==> config.mk <==
export PLATFORM = sky130hd
export DESIGN_NAME = psg_stereo_mixer
export DESIGN_NICKNAME = d
export VERILOG_FILES = /design/src/rtl/psg_mix_pkg.sv /design/src/rtl/psg_sat_shift.sv /design/src/rtl/psg_stereo_mixer.sv
export SDC_FILE = /design/constraint.sdc
export NUM_CORES = 1
export LEC_CHECK = 0
export CORE_UTILIZATION = 45
export DETAILED_ROUTE_END_ITERATION = 8
export MAX_ROUTING_LAYER = met4
export PLACE_DENSITY = 0.68
export SETUP_SLACK_MARGIN = 0.1
export SYNTH_ARGS = -nofsm -noshare
export SYNTH_HDL_FRONTEND = slang
export SYNTH_SLANG_ARGS = --single-unit
==> constraint.sdc <==
create_clock -name clk_sys -period 3.51 [get_ports clk_sys]
set_input_delay 0.351 -clock clk_sys [delete_from_list [all_inputs] [get_ports clk_sys]]
set_output_delay 0.351 -clock clk_sys [all_outputs]
set_load 0.03 [all_outputs]
==> src/rtl/psg_mix_pkg.sv <==
// Shared types and constants for the PSG stereo mixer.
// Holds the FSM state encoding, the pan codes and the classic 3-channel stereo layouts.
package psg_mix_pkg;

    typedef enum logic [1:0] {
        IDLE = 2'd0,
        ACC  = 2'd1,
        OUT  = 2'd2
    } mix_state_t;

    localparam logic [1:0] PAN_OFF = 2'b00;
    localparam logic [1:0] PAN_L   = 2'b01;
    localparam logic [1:0] PAN_R   = 2'b10;
    localparam logic [1:0] PAN_LR  = 2'b11;

    // Channel A occupies the low pan bits: ABC = A left, B centre, C right.
    localparam logic [5:0] PAN_ABC = {PAN_R, PAN_LR, PAN_L};
    localparam logic [5:0] PAN_ACB = {PAN_LR, PAN_R, PAN_L};

endpackage

==> src/rtl/psg_sat_shift.sv <==
// Left shift followed by unsigned saturation to OW bits; purely combinational.
module psg_sat_shift #(
    parameter int IW    = 14,
    parameter int SHIFT = 1,
    parameter int OW    = 16
) (
    input  logic [IW-1:0] i_x,
    output logic [OW-1:0] o_y
);

    localparam int SW = IW + SHIFT;

    logic [SW-1:0] w_shifted;

    assign w_shifted = SW'(i_x) << SHIFT;

    generate
        if (SW > OW) begin : g_sat
            assign o_y = (|w_shifted[SW-1:OW]) ? {OW{1'b1}} : w_shifted[OW-1:0];
        end else begin : g_pass
            assign o_y = OW'(w_shifted);
        end
    endgenerate

endmodule

==> src/rtl/psg_stereo_mixer.sv <==
// N-channel PSG stereo mixer: accumulates one channel per clock, then shifts, saturates and holds.
// state | meaning: IDLE wait for strobe | ACC add channel idx to L/R | OUT register result, pulse out_valid
module psg_stereo_mixer
    import psg_mix_pkg::*;
#(
    parameter int CH    = 3,
    parameter int DW    = 12,
    parameter int OW    = 16,
    parameter int SHIFT = 1
) (
    input  logic              clk_sys,
    input  logic              reset_n,
    input  logic              sample_stb,
    input  logic [CH*DW-1:0]  ch_in,
    input  logic [2*CH-1:0]   pan,
    input  logic              mono,
    output logic [OW-1:0]     audio_l,
    output logic [OW-1:0]     audio_r,
    output logic              out_valid,
    output logic              busy,
    output logic              overrun
);

    localparam int AW = DW + $clog2(CH + 1);
    localparam int XW = (CH > 1) ? $clog2(CH) : 1;

    mix_state_t r_state, w_state_nxt;

    logic [CH*DW-1:0] r_ch;
    logic [2*CH-1:0]  r_pan;
    logic             r_mono;
    logic [XW-1:0]    r_idx;
    logic [AW-1:0]    r_acc_l, r_acc_r;
    logic [OW-1:0]    r_audio_l, r_audio_r;
    logic             r_out_valid, r_overrun;

    logic [DW-1:0]    w_sample;
    logic [1:0]       w_pan_sel, w_pan_eff;
    logic             w_last;
    logic [OW-1:0]    w_sat_l, w_sat_r;

    always_comb begin
        w_sample  = '0;
        w_pan_sel = PAN_OFF;
        for (int i = 0; i < CH; i++) begin
            if (r_idx == XW'(i)) begin
                w_sample  = r_ch[i*DW +: DW];
                w_pan_sel = r_pan[2*i +: 2];
            end
        end
    end

    assign w_pan_eff = r_mono ? PAN_LR : w_pan_sel;
    assign w_last    = (r_idx == XW'(CH - 1));

    always_ff @(posedge clk_sys or negedge reset_n) begin
        if (!reset_n) r_state <= IDLE;
        else          r_state <= w_state_nxt;
    end

    always_comb begin
        w_state_nxt = r_state;
        case (r_state)
            IDLE:    if (sample_stb) w_state_nxt = ACC;
            ACC:     if (w_last)     w_state_nxt = OUT;
            OUT:     w_state_nxt = IDLE;
            default: w_state_nxt = IDLE;
        endcase
    end

    always_ff @(posedge clk_sys or negedge reset_n) begin
        if (!reset_n) begin
            r_ch        <= '0;
            r_pan       <= '0;
            r_mono      <= 1'b0;
            r_idx       <= '0;
            r_acc_l     <= '0;
            r_acc_r     <= '0;
            r_audio_l   <= '0;
            r_audio_r   <= '0;
            r_out_valid <= 1'b0;
            r_overrun   <= 1'b0;
        end else begin
            r_out_valid <= 1'b0;
            // Any strobe outside IDLE, including during OUT, is dropped.
            r_overrun   <= sample_stb && (r_state != IDLE);
            case (r_state)
                IDLE: begin
                    if (sample_stb) begin
                        r_ch    <= ch_in;
                        r_pan   <= pan;
                        r_mono  <= mono;
                        r_acc_l <= '0;
                        r_acc_r <= '0;
                        r_idx   <= '0;
                    end
                end
                ACC: begin
                    if (w_pan_eff[0]) r_acc_l <= r_acc_l + AW'(w_sample);
                    if (w_pan_eff[1]) r_acc_r <= r_acc_r + AW'(w_sample);
                    if (!w_last)      r_idx   <= r_idx + XW'(1);
                end
                OUT: begin
                    r_audio_l   <= w_sat_l;
                    r_audio_r   <= w_sat_r;
                    r_out_valid <= 1'b1;
                end
                default: ;
            endcase
        end
    end

    psg_sat_shift #(.IW(AW), .SHIFT(SHIFT), .OW(OW)) u_sat_l (
        .i_x (r_acc_l),
        .o_y (w_sat_l)
    );

    psg_sat_shift #(.IW(AW), .SHIFT(SHIFT), .OW(OW)) u_sat_r (
        .i_x (r_acc_r),
        .o_y (w_sat_r)
    );

    assign audio_l   = r_audio_l;
    assign audio_r   = r_audio_r;
    assign out_valid = r_out_valid;
    assign busy      = (r_state != IDLE);
    assign overrun   = r_overrun;

endmodule

==> results of run 1 <==
metrics by stage:
step,utilization,hold slack (ns),instance area (um2),worst slack (ns),instances
after global routing,0.575,0.326,6650,0.0102,789
after global placement,0.545,0.466,6310,0.405,773
after CTS,0.575,0.274,6650,0.226,789
after floorplan,-,0.0554,5430,0.388,573
after detailed placement,0.545,0.468,6310,0.254,773
final,0.575,0.212,6650,0.277,789
Yosys cell counts (2+ instances only):
| master | number | area (um2) |
|---|---|---|
| o31ai_1 | 4 | 30.0 |
| mux2_2 | 28 | 315 |
| a41oi_1 | 2 | 17.5 |
| dfrtp_1 | 105 | 2630 |
| fa_1 | 2 | 40.0 |
| o211ai_1 | 2 | 15.0 |
| a22oi_1 | 13 | 97.6 |
| nor4_1 | 3 | 18.8 |
| o21ai_1 | 2 | 10.0 |
| nand2_1 | 170 | 638 |
| and2_1 | 3 | 18.8 |
| nor3_1 | 2 | 10.0 |
| nand3_1 | 20 | 100 |
| buf_4 | 4 | 30.0 |
| xnor2_1 | 8 | 70.1 |
| a211oi_1 | 3 | 22.5 |
| inv_1 | 12 | 45.0 |
| xor2_1 | 9 | 78.8 |
| buf_2 | 2 | 10.0 |
| nor2_1 | 16 | 60.1 |
| ha_1 | 29 | 363 |
| nor2b_1 | 5 | 31.3 |
| nand3b_1 | 2 | 15.0 |
| o21ai_0 | 39 | 195 |
| a31oi_1 | 2 | 12.5 |
| a311o_1 | 2 | 20.0 |
| a21o_1 | 12 | 90.1 |
| nand2b_1 | 6 | 37.5 |
| nor3b_1 | 4 | 30.0 |
| a21oi_1 | 16 | 80.1 |
| mux2i_1 | 4 | 40.0 |
| o21a_1 | 2 | 15.0 |
| clkbuf_1 | 20 | 75.1 |
state kept, by name, indices dropped and copies added (netlist names), 2 cells and up:
register	count
audio_r	14
r_pan	6
r_acc_r	14
r_acc_l	14
r_ch	36
r_state	2
audio_l	14
r_idx	2
per-layer routing:
metal / share of wire / wire length (um) / vias up / global-route usage
li1: - / - / 2095 / -
met5: 0 / 0 / - / -
met2: 0.48 / 5650 / 89 / 0.330
met4: 0.019 / 220 / 0 / 0.0820
met1: 0.47 / 5560 / 2054 / 0.259
met3: 0.033 / 394 / 21 / 0.0278
final cells by class:
class                      count  area [um2]  share of cell area
clock buffer                  10         229              0.0344
clock inverter                 6         115              0.0173
inverter                      12        45.0             0.00677
multi-input combinational    429        2640               0.397
sequential                   105        2630               0.395
tap                          143         179              0.0269
timing repair buffer          84         818               0.123
power by group:
| part | switching (mW) | total, mW | internal [mW] |
|---|---|---|---|
| Clock | 0.448 | 1.15 | 0.701 |
| Combinational | 1.94 | 3.26 | 1.31 |
| Sequential | 0.326 | 2.02 | 1.70 |
| Total | 2.72 | 6.43 | 3.71 |
worst reg2reg max path, cell delays in order (launching register included):
cell and delay, ns:
dfrtp_1 0.40, inv_1 0.10, ha_1 0.21, nor2b_1 0.20
a22oi_1 0.09, o21ai_0 0.54, ha_1 0.37, a211oi_1 0.39
o21a_1 0.25, nor4_1 0.09, o31a_1 0.29, o31ai_1 0.23
path summary, 6_finish.rpt:
path / cells after the start / startpoint / end / slack, ns
setup / recovery: 11 / r_idx[0] / r_acc_l[11] / 0.28
hold / removal: 1 / reset_n / audio_l[13] / 0.21
setup reg to reg: 11 / r_idx[0] / r_acc_l[11] / 0.28
hold reg to reg: 2 / r_pan[2] / r_pan[2] / 0.48
max in group asynchronous: 2 / reset_n / r_ch[32] / 2.45
min in group clk_sys: 2 / r_pan[2] / r_pan[2] / 0.48
cells by family after synthesis:
family          count (synthesis)  synth area share
xor+xnor                       17            0.0275
mux                            32            0.0655
compound gates                112             0.136
other cells                     1          0.000692
buf+inv                        39            0.0316
simple gates                  233             0.179
flops                         105             0.485
fa+ha+maj                      31            0.0743
what timing repair did:
item / CTS / global route
endpoints found under the setup margin: 0 / 5
buffers inserted: 0 / 0
gates resized for setup: 0 / 3
==> impl_metrics.csv, run 1 <==
group,metric,value,unit
floorplan,core,11600,um2
floorplan,start_util,0.469,
final_layout,diodes,0,
clock_network,cts-buffers-inserted,9,
hold_path,hold_path_class,"in2async",
routing,drt_first_iter_violations,190,
sta,max_slew_margin,0.253,
sta,fin_skew,0.00537,ns
clock_network,numClockSinks,105,
clock_network,cts_tree,"built",
floorplan,rows,39,
final_layout,nNetsFinal,718,
final_layout,mostFrequentLayoutCells,"nand2_1 (169), dfrtp_1 (105), clkdlybuf4s50_1 (75)",
sta,tightest_slew,1.12,ns
place,dp_hpwl,8.79,mm
sta,setup_viol_count_final,0,
logic_synthesis,netlist_area,5420,um2
run,drv_cap,0,
worst_setup_path,cp.arrival,3.49,ns
logic_synthesis,yosysWarnings,0,
final_layout,nFillCells,1003,
floorplan,die_w,112,um
worst_setup_path,required,3.77,ns
routing,via_per_inst,5.40,
clock_network,clockBufferDepth,2,
worst_setup_path,endpoint_kind,"flop",
logic_synthesis,synth-seq-cells,105,
sta,fin_crit,3.23,ns
sta,hold_violations,0,
clock_network,cts_max_level,3,
worst_setup_path,cp-start-kind,"flop",
grt,grt_pass1_wl,19.6,mm
logic_synthesis,synth_edf_count,0,
sta,slew_violations,0,
final_layout,drive_gt1_frac,0.0898,
routing,ant_nets,0,
logic_synthesis,synthCells,570,
power,leakagePower,3.18,nW
worst_setup_path,cp_common_cell,"ha_1",
worst_setup_path,crit_path_max_fanout,4,
worst_setup_path,max_stage_delay,0.53,ns
grt,antenna_found_initial,0,
place,place.port_buffers,76,
final_layout,syn_to_final_growth,22.7,%
logic_synthesis,avgSynthCellArea,9.51,um2
outcome,status,"finished, final reports clean",
clock_network,root_buffer,"clkbuf_16",
worst_setup_path,crit_buf_inv,1,
logic_synthesis,async_flop_share,1.00,
worst_setup_path,crit_type,"reg2reg",
worst_setup_path,critPathTopFamily,"compound AO/OA/AOI/OAI gates",
power,p_per_area,966,nW/um2
clock_network,clkSlewWorstSetupHoldPaths,0.07,ns
logic_synthesis,synth_flop_cell,"dfrtp_1",
floorplan,num_io_pins,81,
sta,fin_setup_tns,0,ns
sta,rsz0062_at_grt,"true",
routing,wl_per_cell,15.0,um
logic_synthesis,ys_types,50,
worst_setup_path,slowest_stage,"o21ai_0",
power,power.total,6.43,mW
clock_network,ctsHoldBuffers,0,
sta,finalCritPeriodShare,0.921,
power,irDropWorstVdd,0.000380,V
sta,max_freq,309,MHz
routing,drc,0,
routing,dr_total_vias,4259,
routing,first_pass_iters,8,
clock_network,insertion_delay,0.35,ns
grt,track_usage,0.204,
logic_synthesis,synth_seq_area_share,0.485,
routing,drt_wl_total,11.8,mm
final_layout,final_common_cell,"nand2_1",
floorplan,die_area,12500,um2
place,gp_congestion,0.895,
grt,grt_max_degree,91,
worst_setup_path,crit_path_cell_trace,"inv_1, ha_1, nor2b_1, a22oi_1, o21ai_0, ha_1, a211oi_1, o21a_1, nor4_1, o31a_1, o31ai_1",
grt,grt_pass1_vias,4135,
floorplan,die_y,112,um
grt,grt-ovfl-total,0,
Power figures use the tool's default switching activity.
==> inputs of run 2 (changes only) <==
Settings changed: CTS_CLUSTER_SIZE set to 28.
==> results of run 2 <==
Final layout, timing and power as in run 1 (identical DEF).
==> inputs of run 3 (changes only) <==
Settings changed: SETUP_SLACK_MARGIN 0.1 to not set.
==> impl_metrics.csv, run 3 (same netlist as run 1, synthesis figures left out) <==
group,metric,value,unit
final_layout,multi_input_area,2640,um2
worst_setup_path,crit_path_cell_trace,"inv_1, ha_1, nor2b_1, buf_4, a22oi_1, o21ai_0, ha_1, a32oi_1, nand3_1, a41oi_1, xor2_1, o21ai_0",
routing,wl_per_cell,15.0,um
routing,m1WireLength,5.54,mm
floorplan,die_y,112,um
power,irDropWorstVdd,0.000381,V
routing,drt_first_iter_violations,210,
final_layout,final_util,0.575,
clock_network,cts_tree,"built",
routing,dr_wl_met2,5.71,mm
floorplan,core,11600,um2
grt,grt_max_degree,91,
final_layout,drive_gt1_frac,0.0882,
final_layout,final_common_cell,"nand2_1",
hold_path,hold_path_class,"in2async",
grt,antenna_found_initial,0,
final_layout,instances_no_fill,789,
worst_setup_path,endpoint_kind,"flop",
sta,rsz0062_at_grt,"true",
sta,setup_viol_count_final,0,
worst_setup_path,crit_buf_inv,2,
routing,dr_total_vias,4276,
sta,setup_ws,0.212,ns
sta,max_slew_margin,0.254,
routing,ant_nets,0,
final_layout,largest_register_ffs,36,
worst_setup_path,crit_path_max_fanout,10,
clock_network,insertion_delay,0.35,ns
sta,slew_violations,0,
sta,hold_violations,0,
grt,grt_pass1_vias,4135,
worst_setup_path,cp.arrival,3.51,ns
place,gp_congestion,0.895,
clock_network,ctsHoldBuffers,0,
final_layout,top_register,"r_ch",
floorplan,die_area,12500,um2
place,place_ws,0.254,ns
routing,drt_wl_total,11.8,mm
clock_network,numClockSinks,105,
power,p_per_area,966,nW/um2
worst_setup_path,critical_path.startpoint,"r_idx[0]",
routing,wl_met3,420,um
worst_setup_path,cp-start-kind,"flop",
final_layout,nFillCells,1003,
routing,drc,0,
routing,first_pass_iters,8,
grt,track_usage,0.204,
sta,max_freq,303,MHz
floorplan,rows,39,
worst_setup_path,slowest_stage,"o21ai_0",
clock_network,clkSlewWorstSetupHoldPaths,0.07,ns
sta,finalCritPeriodShare,0.939,
sta,worst_hold_slack,0.218,ns
final_layout,mostFrequentLayoutCells,"nand2_1 (169), dfrtp_1 (105), clkdlybuf4s50_1 (75)",
grt,grt_pass1_wl,19.6,mm
clock_network,clockBufferDepth,2,
sta,tightest_slew,1.12,ns
routing,via_per_inst,5.42,
floorplan,die_w,112,um
power,power.total,6.43,mW
run,drv_cap,0,
floorplan,num_io_pins,81,
clock_network,root_buffer,"clkbuf_16",
worst_setup_path,max_stage_delay,0.53,ns
worst_setup_path,crit_type,"reg2reg",
clock_network,cts_max_level,3,
worst_setup_path,crit-reg2reg-launch,"r_idx[0]",
clock_network,cts_setup_buffers,0,
final_layout,syn_to_final_growth,22.7,%
sta,fin_crit,3.30,ns
power,leakagePower,3.18,nW
final_layout,diodes,0,
final_layout,nNetsFinal,718,
place,dpl.cell_count,773,
routing,top_layer_used,"met4",
place,place.port_buffers,76,
sta,fin_skew,0.00437,ns
worst_setup_path,critPathTopFamily,"compound AO/OA/AOI/OAI gates",
outcome,status,"finished, final reports clean",
grt,grt-ovfl-total,0,
clock_network,postCtsResizedCells,0,
floorplan,start_util,0.469,
final_layout,regArea,2630,um2
worst_setup_path,required,3.72,ns
clock_network,cts-buffers-inserted,9,
place,dp_hpwl,8.79,mm
-- run 3: cell type report --
class / count / share of cell area
Timing Repair Buffer: 84 / 0.123
Clock buffer: 10 / 0.0344
Inverter: 12 / 0.00677
Sequential cell: 105 / 0.395
Clock inverter: 6 / 0.0173
Tap cell: 143 / 0.0269
Multi-Input combinational cell: 429 / 0.396
-- run 3: power breakdown --
| part | switching (mW) | leakage [nW] | internal [mW] |
|---|---|---|---|
| sequential | 0.325 | 1.36 | 1.70 |
| clock | 0.450 | 0.163 | 0.701 |
| combinational | 1.94 | 1.67 | 1.31 |
| total | 2.72 | 3.18 | 3.71 |
-- run 3: worst reg2reg max path, cell delays in order (launching register included) --
cell,delay (ns)
dfrtp_1,0.40
inv_1,0.09
ha_1,0.21
nor2b_1,0.19
buf_4,0.19
a22oi_1,0.10
o21ai_0,0.53
ha_1,0.36
a32oi_1,0.33
nand3_1,0.20
a41oi_1,0.29
xor2_1,0.18
o21ai_0,0.09
-- run 3: final timing paths --
path / to / slack [ns] / cells past startpoint
max: r_acc_l[10] / 0.21 / 12
min: audio_l[13] / 0.22 / 1
max reg2reg: r_acc_l[10] / 0.21 / 12
min reg2reg: r_pan[2] / 0.48 / 2
max in group asynchronous: r_ch[32] / 2.47 / 2
min in group clk_sys: r_pan[2] / 0.48 / 2
-- run 3: layer usage --
layer / GRT usage / vias up
met4: 0.0820 / 0
met2: 0.330 / 92
met5: - / -
met3: 0.0278 / 18
li1: - / 2091
met1: 0.259 / 2075
-- run 3: through the flow --
stage                     instance area (um2)  TNS, ns
after floorplan                          5430        0
after global placement                   6310        0
after detailed placement                 6310        0
after CTS                                6650        0
after global routing                     6650   -0.138
final                                    6650        0
